### src/rtl/register_file_if.sv
// register_file_if: bus between decode/writeback and the register file
// (two combinational read ports, one clocked write port).
interface register_file_if #(
    parameter int DATA_WIDTH = 32,
    parameter int ADDR_WIDTH = 5
);
    logic                  we3_i;
    logic [ADDR_WIDTH-1:0] a1_i;
    logic [ADDR_WIDTH-1:0] a2_i;
    logic [ADDR_WIDTH-1:0] a3_i;
    logic [DATA_WIDTH-1:0] wd3_i;
    logic [DATA_WIDTH-1:0] rd1_o;
    logic [DATA_WIDTH-1:0] rd2_o;
    modport master (output we3_i, a1_i, a2_i, a3_i, wd3_i, input rd1_o, rd2_o);
    modport slave  (input we3_i, a1_i, a2_i, a3_i, wd3_i, output rd1_o, rd2_o);
endinterface

### src/rtl/register_file.sv
// register_file: RV32I integer register file, x0 hardwired to zero.
// Define REGFILE_WRITE_BYPASS_EN to forward same-cycle write data to the read ports.
module register_file #(
    parameter int DATA_WIDTH = 32,
    parameter int ADDR_WIDTH = 5
) (
    input logic            clk_i,
    input logic            reset_i,
    register_file_if.slave rf
);
    localparam int DEPTH = 2 ** ADDR_WIDTH;
    logic [DATA_WIDTH-1:0] regs [DEPTH];
    logic                  byp1;
    logic                  byp2;
    always_ff @(posedge clk_i or posedge reset_i) begin
        if (reset_i) begin
            for (int i = 0; i < DEPTH; i++) regs[i] <= '0;
        end else if (rf.we3_i && rf.a3_i != '0) begin
            regs[rf.a3_i] <= rf.wd3_i;
        end
    end
`ifdef REGFILE_WRITE_BYPASS_EN
    // a3_i != 0 already excludes x0 from forwarding
    assign byp1 = rf.we3_i && !reset_i && rf.a3_i != '0 && rf.a1_i == rf.a3_i;
    assign byp2 = rf.we3_i && !reset_i && rf.a3_i != '0 && rf.a2_i == rf.a3_i;
`else
    assign byp1 = 1'b0;
    assign byp2 = 1'b0;
`endif
    always_comb begin
        rf.rd1_o = (rf.a1_i == '0) ? '0 : byp1 ? rf.wd3_i : regs[rf.a1_i];
        rf.rd2_o = (rf.a2_i == '0) ? '0 : byp2 ? rf.wd3_i : regs[rf.a2_i];
    end
endmodule

### src/flat_wrapper.sv
// flat-port wrapper written by rule: the top's interface ports become plain ports
module register_file_flat 
#(
    parameter int DATA_WIDTH = 32,
    parameter int ADDR_WIDTH = 5
)
  (clk_i, reset_i, rf_we3_i, rf_a1_i, rf_a2_i, rf_a3_i, rf_wd3_i, rf_rd1_o, rf_rd2_o);
  register_file_if #(.DATA_WIDTH(DATA_WIDTH), .ADDR_WIDTH(ADDR_WIDTH)) rf_i ();
  input logic clk_i;
  input logic reset_i;
  input wire logic [$bits(rf_i.we3_i)-1:0] rf_we3_i;
  input wire logic [$bits(rf_i.a1_i)-1:0] rf_a1_i;
  input wire logic [$bits(rf_i.a2_i)-1:0] rf_a2_i;
  input wire logic [$bits(rf_i.a3_i)-1:0] rf_a3_i;
  input wire logic [$bits(rf_i.wd3_i)-1:0] rf_wd3_i;
  output wire logic [$bits(rf_i.rd1_o)-1:0] rf_rd1_o;
  output wire logic [$bits(rf_i.rd2_o)-1:0] rf_rd2_o;
  assign rf_i.we3_i = rf_we3_i;
  assign rf_i.a1_i = rf_a1_i;
  assign rf_i.a2_i = rf_a2_i;
  assign rf_i.a3_i = rf_a3_i;
  assign rf_i.wd3_i = rf_wd3_i;
  assign rf_rd1_o = rf_i.rd1_o;
  assign rf_rd2_o = rf_i.rd2_o;
  register_file #(.DATA_WIDTH(DATA_WIDTH), .ADDR_WIDTH(ADDR_WIDTH)) u_core (.clk_i(clk_i), .reset_i(reset_i), .rf(rf_i));
endmodule
### config.mk
export PLATFORM = sky130hd
export DESIGN_NAME = register_file_flat
export DESIGN_NICKNAME = d
export VERILOG_FILES = /design/src/rtl/register_file_if.sv /design/src/rtl/register_file.sv /design/src/flat_wrapper.sv
export SDC_FILE = /design/constraint.sdc
export NUM_CORES = 2
export LEC_CHECK = 0
export CAP_MARGIN = 20
export CORE_MARGIN = 2
export CORE_UTILIZATION = 44
export DETAILED_ROUTE_END_ITERATION = 10
export DONT_BUFFER_PORTS = 1
export MAX_ROUTING_LAYER = met4
export PLACE_DENSITY = 0.71
export REMOVE_ABC_BUFFERS = 1
export SYNTH_ARGS = -nofsm -noshare
export SYNTH_HDL_FRONTEND = slang
export SYNTH_SLANG_ARGS = --single-unit
### constraint.sdc
create_clock -name clk_i -period 97 [get_ports clk_i]
set_input_delay 9.7 -clock clk_i [delete_from_list [all_inputs] [get_ports clk_i]]
set_output_delay 9.7 -clock clk_i [all_outputs]
set_load 0.02 [all_outputs]
### Yosys cells after proc, flatten, opt, wreduce, memory -nomap -nowiden

Index checks and enable logic that the tools add are counted.
W data, S select, Z words.

| cells by class | value |
|---|---|
| multiplexer cells | 11 |
| reductions and logical operators | 5 |
| shift-type cells | 0 |
| add/subtract/negate cells | 0 |
| div/mod/pow operators | 0 |
| order comparisons | 4 |
| equality and inequality tests | 0 |
| bitwise operators | 3 |
| multiply operators | 0 |

Operators by type and width:

| cell | number |
|---|---|
| $bwmux W1024 | 1 |
| $bmux W32 S5 | 2 |
| $mux W32 | 7 |
| $demux W32 S5 | 1 |
| $ge A6 B6 Y1 const B | 3 |
| $not A5 Y6 | 3 |
| $logic_not A5 Y1 | 2 |
| $lt A6 B1 Y1 const B | 1 |
| $reduce_bool A5 Y1 | 1 |
| $logic_and A1 B1 Y1 | 2 |

| word-level totals | value |
|---|---|
| bits in writable memories | 0 |
| ROM bits | 0 |
| register bits | 1024 |
| output and inout bits | 64 |
| memories | 0 |
| latch bits | 0 |
| logic and storage cells | 55 |

### Longest topological paths before layout

| depth | value |
|---|---|
| depth after elaboration | 6 |
| gate-level depth with buffers | 7 |

### Worst setup path before layout

OpenSTA, ideal clock, no wires.

| timing | value |
|---|---|
| kind | input to output |
| start | input rf_a1_i[1] |
| end | output rf_rd1_o[30] |
| data arrival time | 11.384 ns |
| path slack | 75.916 ns |
| buffers on the path | 3 |
| stages on the path | 7 |
| cells stage by stage | buf_4 buf_4 nor2b_1 clkbuf_1 a221oi_1 o21ai_0 a311oi_1 |

| on the way | value |
|---|---|
| cells in the longest elaborated chain, start to end | 5 |

Ends and longest elaborated chain:

| item | RTL line | RTL |
|---|---|---|
| start, declared | flat_wrapper.sv:12 | `input wire logic [$bits(rf_i.a1_i)-1:0] rf_a1_i;` |
| $not A5 Y6 (not written as such) | register_file.sv:31 | `rf.rd1_o = (rf.a1_i == '0) ? '0 : byp1 ? rf.wd3_i : regs[rf.a1_i];` |
| $bmux W32 S5 | register_file.sv:31 |  |
| $mux W32 (not written as such) (2 in a row) | register_file.sv:31 |  |
| $mux W32 (*) | register_file.sv:31 |  |
| end, declared | flat_wrapper.sv:16 | `output wire logic [$bits(rf_i.rd1_o)-1:0] rf_rd1_o;` |

Mark *: on every way between the ends. The rest lies on a longest branch, timed or not. The select of a mux whose other input is x is not followed.

### Worst setup path in the final report

| timing | value |
|---|---|
| start | input rf_a2_i[1] |
| end | output rf_rd2_o[6] |

| on the way | value |
|---|---|
| cells in the longest elaborated chain, start to end | 5 |

Ends and longest elaborated chain:

| item | RTL line | RTL |
|---|---|---|
| start, declared | flat_wrapper.sv:13 | `input wire logic [$bits(rf_i.a2_i)-1:0] rf_a2_i;` |
| $not A5 Y6 (not written as such) | register_file.sv:32 | `rf.rd2_o = (rf.a2_i == '0) ? '0 : byp2 ? rf.wd3_i : regs[rf.a2_i];` |
| $bmux W32 S5 | register_file.sv:32 |  |
| $mux W32 (not written as such) (2 in a row) | register_file.sv:32 |  |
| $mux W32 (*) | register_file.sv:32 |  |
| end, declared | flat_wrapper.sv:17 | `output wire logic [$bits(rf_i.rd2_o)-1:0] rf_rd2_o;` |

Marks and branches as above.

==> impl_metrics.yaml <==
detailed_routing:
  routed_wl_mm: 159
  wl_per_cell_um: 31.1
  num_vias: 33961
  drtIter0Drc: 3349
  ant_nets: 0
  viasPerCell: 6.63
  post-route-drc-count: 0
  firstDrtPassIters: 5
timing:
  fin_setup_tns_ps: 0
  fmax_mhz: 44.4
  final_hold_viol_count: 0
  holdWs_ps: 396
  min_period_ps: 22500
  relSlewSlack: -0.317
  finClkSkew_ps: 0
  finalMaxSlewViolations: 107
  worstMarginPinSlew_ps: 1980
  rsz0062_at_grt: "false"
  final.period_utilization: 0.232
  setup_violations: 0
pwr:
  ir_worst_vdd_v: 0.0000142
  p_leak_uw: 0.0252
  intPower_uw: 910
  p_seq_frac: 0.461
  power.density_mw_per_mm2: 20.7
  netSwitchingFraction: 0.258
  clkPwrFrac: 0.358
  p_sw_uw: 316
  p_comb_frac: 0.181
global_route:
  grt_pass1_vias: 35055
  grt_antenna_before_repair: 3
  grtUsageMet3: 0.0570
  met1_usage: 0.349
  grt_start_max_net_pins: 290
  globalRouteTotalUtil: 0.259
  grt_overflow: 0
  use_met2: 0.393
  grt_pass1_wl_mm: 237
  grt_busiest_layer: "met2"
layout:
  regMostFlops: "u_core.regs"
  final_cell_mix: "mux2_2, dfrtp_1, mux4_2, mux2i_1, clkbuf_16"
  n_fill_cell: 10226
  diodes: 0
  nets: 3454
  multi_input_area_mm2: 0.0270
  regArea_mm2: 0.0256
  drive_gt1_frac: 0.526
  final_cell_area_mm2: 0.0593
  area_delta_synth_final_pct: 9.24
  layout.cells.most_common: "mux2_2"
  fin_util: 0.485
  largest_registers: "u_core.regs: 1024 flops"
  largest_reg_flops: 1024
clocking:
  cts_buffers: 109
  cts_tree: "yes"
  cts.sink_count: 1024
  cts_hold_buf: 0
  cts_root_buf: "clkbuf_16"
  path_clk_slew_ps: 60
  clk_latency_ps: 690
  clockBufferDepth: 3
  post_cts_resize_count: 0
  h-tree-depth: 3
  post_cts_buffers: 0
synthesis:
  synthCells: 3617
  async_flop_share: 1.00
  synth_area_mm2: 0.0543
  synth_top_area_frac: 0.472
  ys_seq_area_frac: 0.472
  yosysWarnings: 0
  yosys.area.top_type: "dfrtp_1"
  yosys-top-cells-area: "dfrtp_1, mux2_2, mux4_2"
  synth_ff_type: "dfrtp_1"
  synth_cell_type_count: 33
  ys_seq_elements: 1024
  avgSynthCellArea_um2: 15.0
  synth-edff-count: 0
worst_setup_path:
  arrival_ps: 12800
  cp-end-kind: "output port"
  cp_max_fo: 227
  critical_path_required_ps: 87300
  path_class: "primary input to output port"
  cp-start-kind: "primary input"
die:
  num_rows: 128
  die_area_mm2: 0.126
  die_h_um: 355
  fp.dieW_um: 355
  initial_utilization: 0.444
  core_mm2: 0.122
  io-pin-count: 114
placement:
  place_area_mm2: 0.0554
  dpl.hpwl_mm: 82.6
  finalWeightedCongestion: 0.801
  port_buffers: 0
flow_run:
  max_cap_viol_count: 0
outcome:
  violations: "max-slew violations"
  status: "finished, violations left"
min_path:
  hold_class: "flip-flop to flip-flop"
## critical path, cell delays in order
cell      delay, ps
or4_2           510
buf_4           540
o21ai_0         180
a311oi_1        770
buf_4           280
## layout make-up
class,count,share of cell area
multi-input combinational,2162,0.455
sequential,1024,0.432
clock buffer,162,0.0551
tap,1625,0.0343
timing repair buffer,104,0.0151
clock inverter,41,0.00850
inverter,3,0.000359
## cell families after synthesis
kind of cell	after synthesis	share of synthesized area
mux	1632	0.428
flops	1024	0.472
buf+inv	431	0.0348
compound gates	367	0.0486
simple gates	163	0.0163
## Yosys cell counts (17+ instances only)
cell,number
buf_2,159
a22oi_1,64
mux4_2,448
a221oi_1,47
buf_4,20
nor2b_1,68
nand2_1,50
o2111ai_1,17
o21ai_0,102
dfrtp_1,1024
nor2_1,19
a311oi_1,64
mux2i_1,128
clkbuf_1,219
a211oi_1,64
buf_1,30
mux2_2,1053
## per-stage QoR
step	power, uW	std cells	setup slack (ps)
global route	1270	5121	74650
finish	1230	5121	74500
detailed placement	791	4911	74710
floorplan	736	3189	58480
CTS	1230	5114	74720
global placement	780	4910	74710
## power groups by stage
stage          Combinational (uW)  Clock (uW)  Sequential (uW)
2_1_floorplan                 182           0              553
3_3_place_gp                  216           0              564
3_5_place_dp                  220           0              570
4_1_cts                       221         444              563
5_1_grt                       236         461              575
6_report                      222         438              566
## routing by layer
metal | vias to the layer above | share of wire
met4 | 0 | 0.032
met1 | 18582 | 0.42
met2 | 1420 | 0.47
li1 | 13625 | -
met3 | 334 | 0.082
met5 | - | 0
## path summary, 6_finish.rpt
path	start	end	slack [ps]	depth (start not counted)
setup / recovery	rf_a2_i[1]	rf_rd2_o[6]	74500	5
hold / removal	u_core.regs[1008]$_DFFE_PP0P_	u_core.regs[1008]$_DFFE_PP0P_	400	0
setup reg to reg	u_core.regs[858]$_DFFE_PP0P_	u_core.regs[858]$_DFFE_PP0P_	96190	1
hold reg to reg	u_core.regs[1008]$_DFFE_PP0P_	u_core.regs[1008]$_DFFE_PP0P_	400	0
max in group asynchronous	reset_i	u_core.regs[679]$_DFFE_PP0P_	84270	6
min in group asynchronous	reset_i	u_core.regs[152]$_DFFE_PP0P_	8940	1
Power figures use the tool's default switching activity.
